[config.mk]
export PLATFORM = sky130hd
export DESIGN_NAME = fp_div_sp_flat
export DESIGN_NICKNAME = d
export VERILOG_FILES = /design/src/rtl/fp_sp_pkg.sv /design/src/rtl/fp_div_sp_if.sv /design/src/rtl/fp_sp_classify.sv /design/src/rtl/fp_div_sp.sv /design/src/flat_wrapper.sv
export SDC_FILE = /design/constraint.sdc
export NUM_CORES = 1
export LEC_CHECK = 0
export BUFFER_PORTS_ARGS = -buffer_cell sky130_fd_sc_hd__buf_2
export CAP_MARGIN = 10
export CORE_MARGIN = 5
export CORE_UTILIZATION = 51
export CTS_BUF_LIST = sky130_fd_sc_hd__clkbuf_4 sky130_fd_sc_hd__clkbuf_8
export CTS_CLUSTER_DIAMETER = 150
export DETAILED_ROUTE_END_ITERATION = 10
export PLACE_DENSITY_LB_ADDON = 0.15
export SYNTH_ARGS = -nofsm -noshare
export SYNTH_HDL_FRONTEND = slang
export SYNTH_SLANG_ARGS = --single-unit
export TNS_END_PERCENT = 20
[constraint.sdc]
create_clock -name i_CLK -period 11.05 [get_ports i_CLK]
set_input_delay 0 -clock i_CLK [delete_from_list [all_inputs] [get_ports i_CLK]]
set_output_delay 0 -clock i_CLK [all_outputs]
set_load 0.05 [all_outputs]
[src/rtl/fp_sp_pkg.sv]
// Shared single-precision constants, field widths and FSM encodings
// for the divider (and the pipelined multiplier).
package fp_sp_pkg;

  localparam int unsigned WORD_W    = 32;
  localparam int unsigned EXP_W     = 8;
  localparam int unsigned MANT_W    = 23;
  localparam int unsigned BIAS      = 127;

  // Working exponent is signed and wide enough for Ea - Eb + BIAS with headroom.
  localparam int unsigned E_W       = 10;
  localparam int unsigned Q_W       = 27;
  localparam int unsigned R_W       = 25;
  localparam int unsigned DIV_STEPS = 27;
  localparam int unsigned CNT_W     = 5;

  localparam logic [WORD_W-1:0] QNAN    = 32'h7FC0_0000;
  localparam logic [WORD_W-1:0] POS_INF = 32'h7F80_0000;

  localparam logic signed [E_W-1:0] E_OVF = 10'sd255;
  localparam logic signed [E_W-1:0] E_UNF = 10'sd0;

  typedef enum logic [2:0] {
    S_IDLE,
    S_UNPACK,
    S_DIVIDE,
    S_NORM,
    S_PACK
  } state_t;

  typedef enum logic [2:0] {
    SPC_NONE,
    SPC_NAN,
    SPC_INF,
    SPC_DIVZ,
    SPC_ZERO
  } special_t;

endpackage

[src/rtl/fp_div_sp_if.sv]
// Start/done request bus of the single-precision divider.
interface fp_div_sp_if;
  import fp_sp_pkg::*;

  logic              i_START;
  logic [WORD_W-1:0] i_A;
  logic [WORD_W-1:0] i_B;
  logic              o_BUSY;
  logic              o_DONE;
  logic [WORD_W-1:0] o_RES;
  logic              o_INF;
  logic              o_NaN;
  logic              o_ZERO;
  logic              o_DIV_ZERO;
  logic              o_UFLOW;

  modport master (
    output i_START, i_A, i_B,
    input  o_BUSY, o_DONE, o_RES, o_INF, o_NaN, o_ZERO, o_DIV_ZERO, o_UFLOW
  );

  modport slave (
    input  i_START, i_A, i_B,
    output o_BUSY, o_DONE, o_RES, o_INF, o_NaN, o_ZERO, o_DIV_ZERO, o_UFLOW
  );

endinterface

[src/rtl/fp_sp_classify.sv]
// Combinational single-precision operand classifier; exponent 0 counts
// as zero so denormals are flushed.
module fp_sp_classify
  import fp_sp_pkg::*;
(
  input  logic [EXP_W-1:0]  exp,
  input  logic [MANT_W-1:0] frac,
  output logic              is_nan,
  output logic              is_inf,
  output logic              is_zero
);

  always_comb begin
    is_nan  = (&exp) & (|frac);
    is_inf  = (&exp) & ~(|frac);
    is_zero = ~(|exp);
  end

endmodule

[src/rtl/fp_div_sp.sv]
// Iterative IEEE-754 single-precision divider, one quotient bit per clock.
// Define FP_DIV_SP_ROUND_EN for round-to-nearest-even; otherwise truncates.
module fp_div_sp
  import fp_sp_pkg::*;
(
  input  logic        i_CLK,
  input  logic        i_RST,
  fp_div_sp_if.slave  bus
);

  logic [WORD_W-1:0]     a;
  logic [WORD_W-1:0]     b;
  logic                  a_nan, a_inf, a_zero;
  logic                  b_nan, b_inf, b_zero;
  state_t                state;
  special_t              spc;
  logic                  sign;
  logic signed [E_W-1:0] e;
  logic [R_W-1:0]        r;
  logic [MANT_W:0]       d;
  logic [Q_W-1:0]        q;
  logic [CNT_W-1:0]      count;
  logic [MANT_W-1:0]     mant;
`ifdef FP_DIV_SP_ROUND_EN
  logic                  guard;
  logic                  sticky;
`endif

  fp_sp_classify u_cls_a (
    .exp     (a[WORD_W-2 -: EXP_W]),
    .frac    (a[MANT_W-1:0]),
    .is_nan  (a_nan),
    .is_inf  (a_inf),
    .is_zero (a_zero)
  );

  fp_sp_classify u_cls_b (
    .exp     (b[WORD_W-2 -: EXP_W]),
    .frac    (b[MANT_W-1:0]),
    .is_nan  (b_nan),
    .is_inf  (b_inf),
    .is_zero (b_zero)
  );

  // Biased exponent difference and one restoring-division step.
  logic signed [E_W-1:0] e_init;
  logic                  r_ge;
  logic [R_W-2:0]        r_diff;

  always_comb begin
    e_init = E_W'(a[WORD_W-2 -: EXP_W]) - E_W'(b[WORD_W-2 -: EXP_W]) + E_W'(BIAS);
    r_ge   = (r >= R_W'(d));
    r_diff = (R_W-1)'(r - R_W'(d));
  end

  // Rounding increment; a carry-out leaves the mantissa at zero and bumps E.
  logic                  rnd_up;
  logic                  rnd_carry;
  logic [MANT_W-1:0]     rnd_mant;
  logic signed [E_W-1:0] rnd_exp;

  always_comb begin
`ifdef FP_DIV_SP_ROUND_EN
    rnd_up = guard & (mant[0] | sticky);
`else
    rnd_up = 1'b0;
`endif
    {rnd_carry, rnd_mant} = {1'b0, mant} + (MANT_W+1)'(rnd_up);
    rnd_exp = e + E_W'(rnd_carry);
  end

  always_ff @(posedge i_CLK or posedge i_RST) begin
    if (i_RST) begin
      state          <= S_IDLE;
      spc            <= SPC_NONE;
      a              <= '0;
      b              <= '0;
      sign           <= 1'b0;
      e              <= '0;
      r              <= '0;
      d              <= '0;
      q              <= '0;
      count          <= '0;
      mant           <= '0;
`ifdef FP_DIV_SP_ROUND_EN
      guard          <= 1'b0;
      sticky         <= 1'b0;
`endif
      bus.o_BUSY     <= 1'b0;
      bus.o_DONE     <= 1'b0;
      bus.o_RES      <= '0;
      bus.o_INF      <= 1'b0;
      bus.o_NaN      <= 1'b0;
      bus.o_ZERO     <= 1'b0;
      bus.o_DIV_ZERO <= 1'b0;
      bus.o_UFLOW    <= 1'b0;
    end else begin
      bus.o_DONE <= 1'b0;
      case (state)
        S_IDLE: begin
          if (bus.i_START) begin
            a          <= bus.i_A;
            b          <= bus.i_B;
            bus.o_BUSY <= 1'b1;
            state      <= S_UNPACK;
          end
        end

        // Special operands skip the divider and go straight to PACK.
        S_UNPACK: begin
          sign  <= a[WORD_W-1] ^ b[WORD_W-1];
          e     <= e_init;
          r     <= R_W'({1'b1, a[MANT_W-1:0]});
          d     <= {1'b1, b[MANT_W-1:0]};
          q     <= '0;
          count <= CNT_W'(DIV_STEPS - 1);
          spc   <= SPC_NONE;
          state <= S_DIVIDE;
          if (a_nan | b_nan | (a_zero & b_zero) | (a_inf & b_inf)) begin
            spc   <= SPC_NAN;
            state <= S_PACK;
          end else if (a_inf) begin
            spc   <= SPC_INF;
            state <= S_PACK;
          end else if (b_zero) begin
            spc   <= SPC_DIVZ;
            state <= S_PACK;
          end else if (a_zero | b_inf) begin
            spc   <= SPC_ZERO;
            state <= S_PACK;
          end
        end

        S_DIVIDE: begin
          if (r_ge) begin
            q <= {q[Q_W-2:0], 1'b1};
            r <= {r_diff, 1'b0};
          end else begin
            q <= {q[Q_W-2:0], 1'b0};
            r <= {r[R_W-2:0], 1'b0};
          end
          if (count == '0) begin
            state <= S_NORM;
          end else begin
            count <= count - CNT_W'(1);
          end
        end

        // Quotient lies in (0.5, 2): shift by one when the integer bit is clear.
        S_NORM: begin
          if (q[Q_W-1]) begin
            mant   <= q[Q_W-2:3];
`ifdef FP_DIV_SP_ROUND_EN
            guard  <= q[2];
            sticky <= (|q[1:0]) | (|r);
`endif
          end else begin
            mant   <= q[Q_W-3:2];
`ifdef FP_DIV_SP_ROUND_EN
            guard  <= q[1];
            sticky <= q[0] | (|r);
`endif
            e      <= e - E_W'(1);
          end
          state <= S_PACK;
        end

        S_PACK: begin
          bus.o_DONE     <= 1'b1;
          bus.o_BUSY     <= 1'b0;
          bus.o_INF      <= 1'b0;
          bus.o_NaN      <= 1'b0;
          bus.o_ZERO     <= 1'b0;
          bus.o_DIV_ZERO <= 1'b0;
          bus.o_UFLOW    <= 1'b0;
          state          <= S_IDLE;
          case (spc)
            SPC_NAN: begin
              bus.o_RES <= QNAN;
              bus.o_NaN <= 1'b1;
            end
            SPC_INF: begin
              bus.o_RES <= {sign, POS_INF[WORD_W-2:0]};
              bus.o_INF <= 1'b1;
            end
            SPC_DIVZ: begin
              bus.o_RES      <= {sign, POS_INF[WORD_W-2:0]};
              bus.o_INF      <= 1'b1;
              bus.o_DIV_ZERO <= 1'b1;
            end
            SPC_ZERO: begin
              bus.o_RES  <= {sign, (WORD_W-1)'(0)};
              bus.o_ZERO <= 1'b1;
            end
            default: begin
              if (rnd_exp >= E_OVF) begin
                bus.o_RES <= {sign, POS_INF[WORD_W-2:0]};
                bus.o_INF <= 1'b1;
              end else if (rnd_exp <= E_UNF) begin
                bus.o_RES   <= {sign, (WORD_W-1)'(0)};
                bus.o_ZERO  <= 1'b1;
                bus.o_UFLOW <= 1'b1;
              end else begin
                bus.o_RES <= {sign, rnd_exp[EXP_W-1:0], rnd_mant};
              end
            end
          endcase
        end

        default: state <= S_IDLE;
      endcase
    end
  end

endmodule

[src/flat_wrapper.sv]
// flat-port wrapper written by rule: the top's interface ports become plain ports
module fp_div_sp_flat import fp_sp_pkg::*;
  (i_CLK, i_RST, bus_i_START, bus_i_A, bus_i_B, bus_o_BUSY, bus_o_DONE, bus_o_RES, bus_o_INF, bus_o_NaN, bus_o_ZERO, bus_o_DIV_ZERO, bus_o_UFLOW);
  fp_div_sp_if bus_i ();
  input  logic i_CLK;
  input  logic i_RST;
  input wire logic [$bits(bus_i.i_START)-1:0] bus_i_START;
  input wire logic [$bits(bus_i.i_A)-1:0] bus_i_A;
  input wire logic [$bits(bus_i.i_B)-1:0] bus_i_B;
  output wire logic [$bits(bus_i.o_BUSY)-1:0] bus_o_BUSY;
  output wire logic [$bits(bus_i.o_DONE)-1:0] bus_o_DONE;
  output wire logic [$bits(bus_i.o_RES)-1:0] bus_o_RES;
  output wire logic [$bits(bus_i.o_INF)-1:0] bus_o_INF;
  output wire logic [$bits(bus_i.o_NaN)-1:0] bus_o_NaN;
  output wire logic [$bits(bus_i.o_ZERO)-1:0] bus_o_ZERO;
  output wire logic [$bits(bus_i.o_DIV_ZERO)-1:0] bus_o_DIV_ZERO;
  output wire logic [$bits(bus_i.o_UFLOW)-1:0] bus_o_UFLOW;
  assign bus_i.i_START = bus_i_START;
  assign bus_i.i_A = bus_i_A;
  assign bus_i.i_B = bus_i_B;
  assign bus_o_BUSY = bus_i.o_BUSY;
  assign bus_o_DONE = bus_i.o_DONE;
  assign bus_o_RES = bus_i.o_RES;
  assign bus_o_INF = bus_i.o_INF;
  assign bus_o_NaN = bus_i.o_NaN;
  assign bus_o_ZERO = bus_i.o_ZERO;
  assign bus_o_DIV_ZERO = bus_i.o_DIV_ZERO;
  assign bus_o_UFLOW = bus_i.o_UFLOW;
  fp_div_sp u_core (.i_CLK(i_CLK), .i_RST(i_RST), .bus(bus_i));
endmodule
After elaboration in Yosys (flattened, before gate mapping)
Index checks and enable logic that the tools add are counted.
{"block": "word_totals", "regBits": 224, "latch_bits": 0, "ram_bits": 0, "rom_bits": 0, "input_bits": 67, "word_cells": 108, "memories": 0}
{"block": "classes", "n_addsub": 5, "n_mul": 0, "n_div": 0, "magnitude_cmp": 3, "eq_ne": 12, "shifts": 0, "mux": 34, "bitwise": 15, "reduce_logical": 20}
{"operator": "case mux 32 bit (3 select lines)", "n": 1}
{"operator": "two-way mux 31 bit", "n": 2}
{"operator": "case mux 27 bit (2 select lines)", "n": 1}
{"operator": "case mux 25 bit (2 select lines)", "n": 1}
{"operator": "OR reduction 23 bit", "n": 2}
{"operator": "two-way mux 3 bit", "n": 10}
{"operator": "greater-or-equal comparator 25 x 24 -> 1 bit", "n": 1}
{"operator": "two-way mux 25 bit", "n": 1}
{"operator": "subtractor 24 bit", "n": 1}
{"operator": "two-way mux 23 bit", "n": 1}
{"operator": "case mux 10 bit (2 select lines)", "n": 1}
{"operator": "AND reduction 8 bit", "n": 2}
{"operator": "OR reduction 8 bit", "n": 2}
{"operator": "== test 3 x 2 -> 1 bit (second input constant)", "n": 4}
{"operator": "case mux 3 bit (4 select lines)", "n": 1}
{"operator": "adder 10 x 7 -> 10 bit (second input constant)", "n": 1}
{"operator": "greater-or-equal comparator 10 x 9 -> 1 bit (second input constant)", "n": 1}
{"operator": "<= comparator 10 x 1 -> 1 bit (second input constant)", "n": 1}
{"operator": "two-way mux 10 bit", "n": 1}
{"operator": "case mux 5 bit (2 select lines)", "n": 1}
{"operator": "AND reduction 2 bit", "n": 5}
{"operator": "subtractor 10 x 2 -> 10 bit (second input constant)", "n": 1}
{"operator": "two-way mux 1 bit", "n": 9}
{"operator": "subtractor 8 x 8 -> 9 bit", "n": 1}
{"operator": "other kinds (17)", "n": 37}

Depth between registers and ports, before layout
{"block": "logic_depth", "depth_word": 9, "mapped_depth": 12}

Modules after synthesis
A second synthesis with hierarchy kept.
{"block": "unflattened", "hier_cells": 1117, "hier_area_um2": 11315.9}
{"mod": "fp_div_sp", "instances": 1, "cells_each": 1085, "area_per_inst_um2": 11113.2, "seq_area_each_um2": 5605.4}
{"mod": "fp_sp_classify", "instances": 2, "cells_each": 16, "area_per_inst_um2": 101.3, "seq_area_each_um2": 0.0}

Worst setup path before layout
Ideal clock, no wire load.
{"block": "synth_path", "kind": "register -> register", "from": "register u_core.b[24]", "to": "register u_core.e[9]", "setup_time_ns": 0.065, "arrival_time_ns": 2.755, "required_time_ns": 10.985, "setup_slack_ns": 8.229, "stages_incl_launch_ff": 11, "path_buffers": 0, "synth_period_minus_slack_ns": 2.821, "path_cell_list": "dfrtp_1 inv_1 ha_1 nor2b_4 o21a_4 o31a_4 or4_4 a221o_1 maj3_2 o31ai_2 a22o_1"}
{"block": "synth_via", "elab_chain_cells": 3}
{"element": "from (decl)", "line_no": "fp_div_sp.sv:12", "source": "logic [WORD_W-1:0] b;"}
{"element": "from (signal assigned)", "line_no": "fp_div_sp.sv:103", "source": "b <= bus.i_B;"}
{"element": "subtractor 8 x 8 -> 9 bit", "line_no": "fp_div_sp.sv:51", "source": "e_init = E_W'(a[WORD_W-2 -: EXP_W]) - E_W'(b[WORD_W-2 -: EXP_W]) + E_W'(BIAS);"}
{"element": "adder 10 x 7 -> 10 bit", "line_no": "fp_div_sp.sv:51"}
{"element": "case mux 10 bit (2 select lines)", "line_no": "fp_div_sp.sv:99", "source": "case (state)"}
{"element": "to (signal assigned)", "line_no": "fp_div_sp.sv:112", "source": "e <= e_init;"}
{"element": "to (signal assigned)", "line_no": "fp_div_sp.sv:163", "source": "e <= e - E_W'(1);"}
{"element": "to (decl)", "line_no": "fp_div_sp.sv:18", "source": "logic signed [E_W-1:0] e;"}
Every way passes these cells.
A chain may end at the register's enable or synchronous reset.

Final worst setup path
{"block": "layout_path", "from": "register u_core.r[8]", "to": "register u_core.r[1]"}
{"block": "layout_via", "elab_chain_cells": 3}
{"element": "from (decl)", "line_no": "fp_div_sp.sv:19", "source": "logic [R_W-1:0] r;"}
{"element": "from (signal assigned)", "line_no": "fp_div_sp.sv:113", "source": "r <= R_W'({1'b1, a[MANT_W-1:0]});"}
{"element": "from (signal assigned)", "line_no": "fp_div_sp.sv:137", "source": "r <= {r_diff, 1'b0};"}
{"element": "from (signal assigned)", "line_no": "fp_div_sp.sv:140", "source": "r <= {r[R_W-2:0], 1'b0};"}
{"element": "greater-or-equal comparator 25 x 24 -> 1 bit", "line_no": "fp_div_sp.sv:52", "source": "r_ge = (r >= R_W'(d));"}
{"element": "two-way mux 25 bit", "line_no": "fp_div_sp.sv:135", "source": "if (r_ge) begin"}
{"element": "case mux 25 bit (2 select lines)", "line_no": "fp_div_sp.sv:99"}
Every way passes these cells.

==> run_results.csv <==
group,metric,value,unit
outcome,run_status,"finished, final reports clean",
yosys,post_synth_instance_area,0.01140,sq mm
detailed_routing,drcViolationCount,0,
detailed_routing,ant_nets,0,
critical_path,cp_data_required_time,11480,ps
placement,placed_area,0.01215,sq mm
die,core_area,0.02189,sq mm
sta,rsz_0062_raised_after_global_routing,"false",
yosys,postSynthRegisterBits,224,
critical_path,critical-path-max-stage-delay,420,ps
detailed_routing,routedWlPerCell,16.73,microns
critical_path,cp_max_fo,22,
final_layout,n_antenna_cell,0,
yosys,synth-edff-count,0,
yosys,synth_top_area_share,49.18,%
yosys,mappedNetlistNets,1239,
sta,fin_crit,3386,ps
placement,place.gp.congestion,0.8548,
final_layout,layout.filler_cells,1833,
final_layout,stdcell_area,0.01364,sq mm
die,die_area,0.02544,sq mm
final_layout,share_of_post_route_cells_with_drive_strength_above_1,20.08,%
sta,finalHoldViolations,0,
yosys,synth_cells,1133,
global_routing,antenna_found_initial,0,
flow_run,maxCapViolCount,0,
clock_tree,clk_pin_slew_worst_paths,60,ps
critical_path,worst_ep_arrival_time,3810,ps
global_routing,grt_first_pass_wirelength,45.36,mm
clock_tree,cts.htree.levels,2,
yosys,post-synth-top-count-cell,"sky130_fd_sc_hd__dfrtp_1",
global_routing,first_global_vias,8889,
sta,clock-skew-final,15.87,ps
global_routing,gr-total-overflow,0,
worst_hold_path,min_path_type,"in -> async",
sta,setup_viol,0,
yosys,synth.top_cells.by_count,"224 x sky130_fd_sc_hd__dfrtp_1, 161 x sky130_fd_sc_hd__nand2_1, 124 x sky130_fd_sc_hd__o21ai_0, 58 x sky130_fd_sc_hd__mux2_2, 52 x sky130_fd_sc_hd__inv_1",
critical_path,critical_path.endpoint_type,"flip-flop",
yosys,synth.avg_cell_area,10.06,sq um
die,floorplan.rows,54,
critical_path,path_cells,"ha_1, and4_1, o21ai_0, a31oi_1, o21ai_1, o41a_1, o21ai_2, buf_4, mux2_2, o21ai_0",
clock_tree,cts.sink_count,224,
clock_tree,cts_root_buffer,"sky130_fd_sc_hd__clkbuf_8",
sta,setup-tns-final,0,ps
die,die_width,159.5,microns
sta,fmax,295.4,MHz
sta,worst-slew-pin-transition,1009,ps
critical_path,startpoint_type,"flip-flop",
detailed_routing,vias,8959,
yosys,commonest_register_cell_after_synthesis,"sky130_fd_sc_hd__dfrtp_1",
critical_path,setup.worst_path.class,"reg -> reg",
sta,holdWs,117.7,ps
final_layout,nNetsFinal,1402,
detailed_routing,drtIter0Drc,583,
yosys,yosys.cell_types.count,75,
yosys,synth-async-reset-ratio,100.0,%
sta,slew_viol_final,0,
yosys,synth.largest_area_cell,"sky130_fd_sc_hd__dfrtp_1",
clock_tree,tritoncts,"built",
detailed_routing,drt_pass1_iterations,5,
power,power_per_cell_area,332.9,mW/mm^2
critical_path,cp_common_cell,"sky130_fd_sc_hd__o21ai_0",
power,leakagePower,0.006094,uW
detailed_routing,drt_wl_total,26.77,mm
global_routing,total_routing_resource_utilization_after_global_routing,20.97,%
sta,timing.final.crit_share,30.64,%
yosys,synth_seq_area_share,49.18,%
yosys,synthesis.yosys.warnings,0,
critical_path,critical_path.slowest_cell,"sky130_fd_sc_hd__buf_4",
power,peakVddDrop,196.8,uV
die,initial_core_util,52.07,%
die,die_h,159.5,microns
clock_tree,insertion_delay,520,ps
clock_tree,clk_path_buf_depth,3,
die,ios,106,
final_layout,area_delta_synth_final,19.68,%
placement,dp_hpwl,17.64,mm
sta,maxSlewHeadroom,32.68,%
detailed_routing,detail_route.vias_per_cell,5.599,
yosys,cells_taking_the_most_area_after_synthesis,"sky130_fd_sc_hd__dfrtp_1 49%, sky130_fd_sc_hd__mux2_2 5.7%, sky130_fd_sc_hd__o21ai_0 5.4%",
clock_tree,cts_bufs_inserted,38,
global_routing,grt_start_max_net_pins,85,
placement,portBuffers,105,
cell usage in the layout (no fill, tap or decap), types with 5 or more instances in the layout:
master and n:
sky130_fd_sc_hd__nand2_1 161, sky130_fd_sc_hd__nor4_1 19, sky130_fd_sc_hd__xor2_1 12, sky130_fd_sc_hd__o211ai_1 6, sky130_fd_sc_hd__nand4_1 12, sky130_fd_sc_hd__or4_1 6
sky130_fd_sc_hd__o311ai_0 5, sky130_fd_sc_hd__xnor2_1 20, sky130_fd_sc_hd__o21bai_1 5, sky130_fd_sc_hd__clkbuf_8 49, sky130_fd_sc_hd__dfrtp_1 224, sky130_fd_sc_hd__a22oi_1 23
sky130_fd_sc_hd__a21oi_1 43, sky130_fd_sc_hd__nor3_1 19, sky130_fd_sc_hd__nand3_1 8, sky130_fd_sc_hd__buf_4 9, sky130_fd_sc_hd__o21ai_0 124, sky130_fd_sc_hd__nor2b_1 7
sky130_fd_sc_hd__clkbuf_4 10, sky130_fd_sc_hd__nor2_1 47, sky130_fd_sc_hd__or2_2 5, sky130_fd_sc_hd__a21o_1 9, sky130_fd_sc_hd__mux2i_1 45, sky130_fd_sc_hd__a22o_1 33
sky130_fd_sc_hd__a211oi_1 5, sky130_fd_sc_hd__nand2b_1 7, sky130_fd_sc_hd__buf_2 105, sky130_fd_sc_hd__dlygate4sd3_1 66, sky130_fd_sc_hd__or3_1 8, sky130_fd_sc_hd__ha_1 38
sky130_fd_sc_hd__inv_1 51, sky130_fd_sc_hd__o31ai_1 7, sky130_fd_sc_hd__mux2_2 58
repair_timing:
action                                  CTS  global route
buffers inserted                          0             0
hold buffers                             66             0
endpoints found under the hold margin   147             0
endpoints found under the setup margin    0             0
resized for setup                         0             0
per-stage QoR:
stage          std cells  power (uW)  setup slack, ps  utilization [%]
4_1_cts             1599        4542             7699            62.23
5_1_grt             1600        4907             7447            62.32
3_5_place_dp        1469        3712             7700            55.52
6_report            1600        4542             7664            62.32
3_3_place_gp        1469        3685             7820            55.52
2_1_floorplan       1133        3201             4916                -
final cells by class:
type	count	area (sq um)	share of cell area, %
Clock buffer	59	749.5	5.494
Clock inverter	5	58.81	0.4311
Inverter	52	202.7	1.486
Multi-Input combinational cell	799	5401	39.59
Sequential cell	224	5605	41.09
Tap cell	280	350.3	2.568
Timing Repair Buffer	181	1274	9.337
state kept, by name, indices dropped and copies added (netlist names), 5 cells and up:
register          cells
u_core.b             32
u_core.count          5
u_core.mant          23
u_core.a             32
u_core.d             24
u_core.q             27
u_core.e             10
u_core.r             25
u_core.bus.o_RES     32
worst max-delay path: cells and delay by family (launching register included):
family	cells	cell delay [ps]
AOI/OAI and AO/OA	6	1410
adders and majority gates	1	400
buffers and inverters	1	420
DFF	1	400
muxes	1	370
and+or+nand+nor	1	280
cells by family (layout without fill, tap and decap cells):
family          count (synthesis)  in the layout  synth area share [%]
xor+xnor                       33             33                 2.689
simple gates                  322            322                 13.15
buf+inv                       110            297                 3.699
flops                         224            224                 49.18
fa+ha+maj                      40             40                 4.446
mux                           103            103                 9.682
compound gates                301            301                 17.16
report_power, final:
group	switching, uW	internal, uW
Combinational	1390	1010
Clock	326	454
Sequential	245	1120
metal layers:
layer  share of wire, %  vias up  global-route usage [%]  routed length [microns]
met5                  0        -                       0                        0
met4                2.6        0                   6.553                      700
met3                4.9       49                   3.857                     1306
met2                 47      223                   33.78                    12530
met1                 46     4277                   28.96                    12240
li1                   -     4410                       -                        -
final timing paths:
| path | from | to | slack [ps] | cells past startpoint |
|---|---|---|---|---|
| max in group asynchronous | i_RST | u_core.bus.o_RES[25]$_DFFE_PP0P_ | 9600 | 4 |
| worst min register to register | u_core.d[23]$_DFFE_PP0P_ | u_core.d[23]$_DFFE_PP0P_ | 450 | 2 |
| worst max register to register | u_core.r[8]$_DFFE_PP0P_ | u_core.r[1]$_DFFE_PP0P_ | 7660 | 10 |
| worst max-delay path | u_core.r[8]$_DFFE_PP0P_ | u_core.r[1]$_DFFE_PP0P_ | 7660 | 10 |
| min in group i_CLK | bus_i_B[25] | u_core.b[25]$_DFFE_PP0P_ | 230 | 4 |
| worst min-delay path | i_RST | u_core.mant[11]$_DFFE_PP0P_ | 120 | 3 |
(Power assumes the default switching activity.)
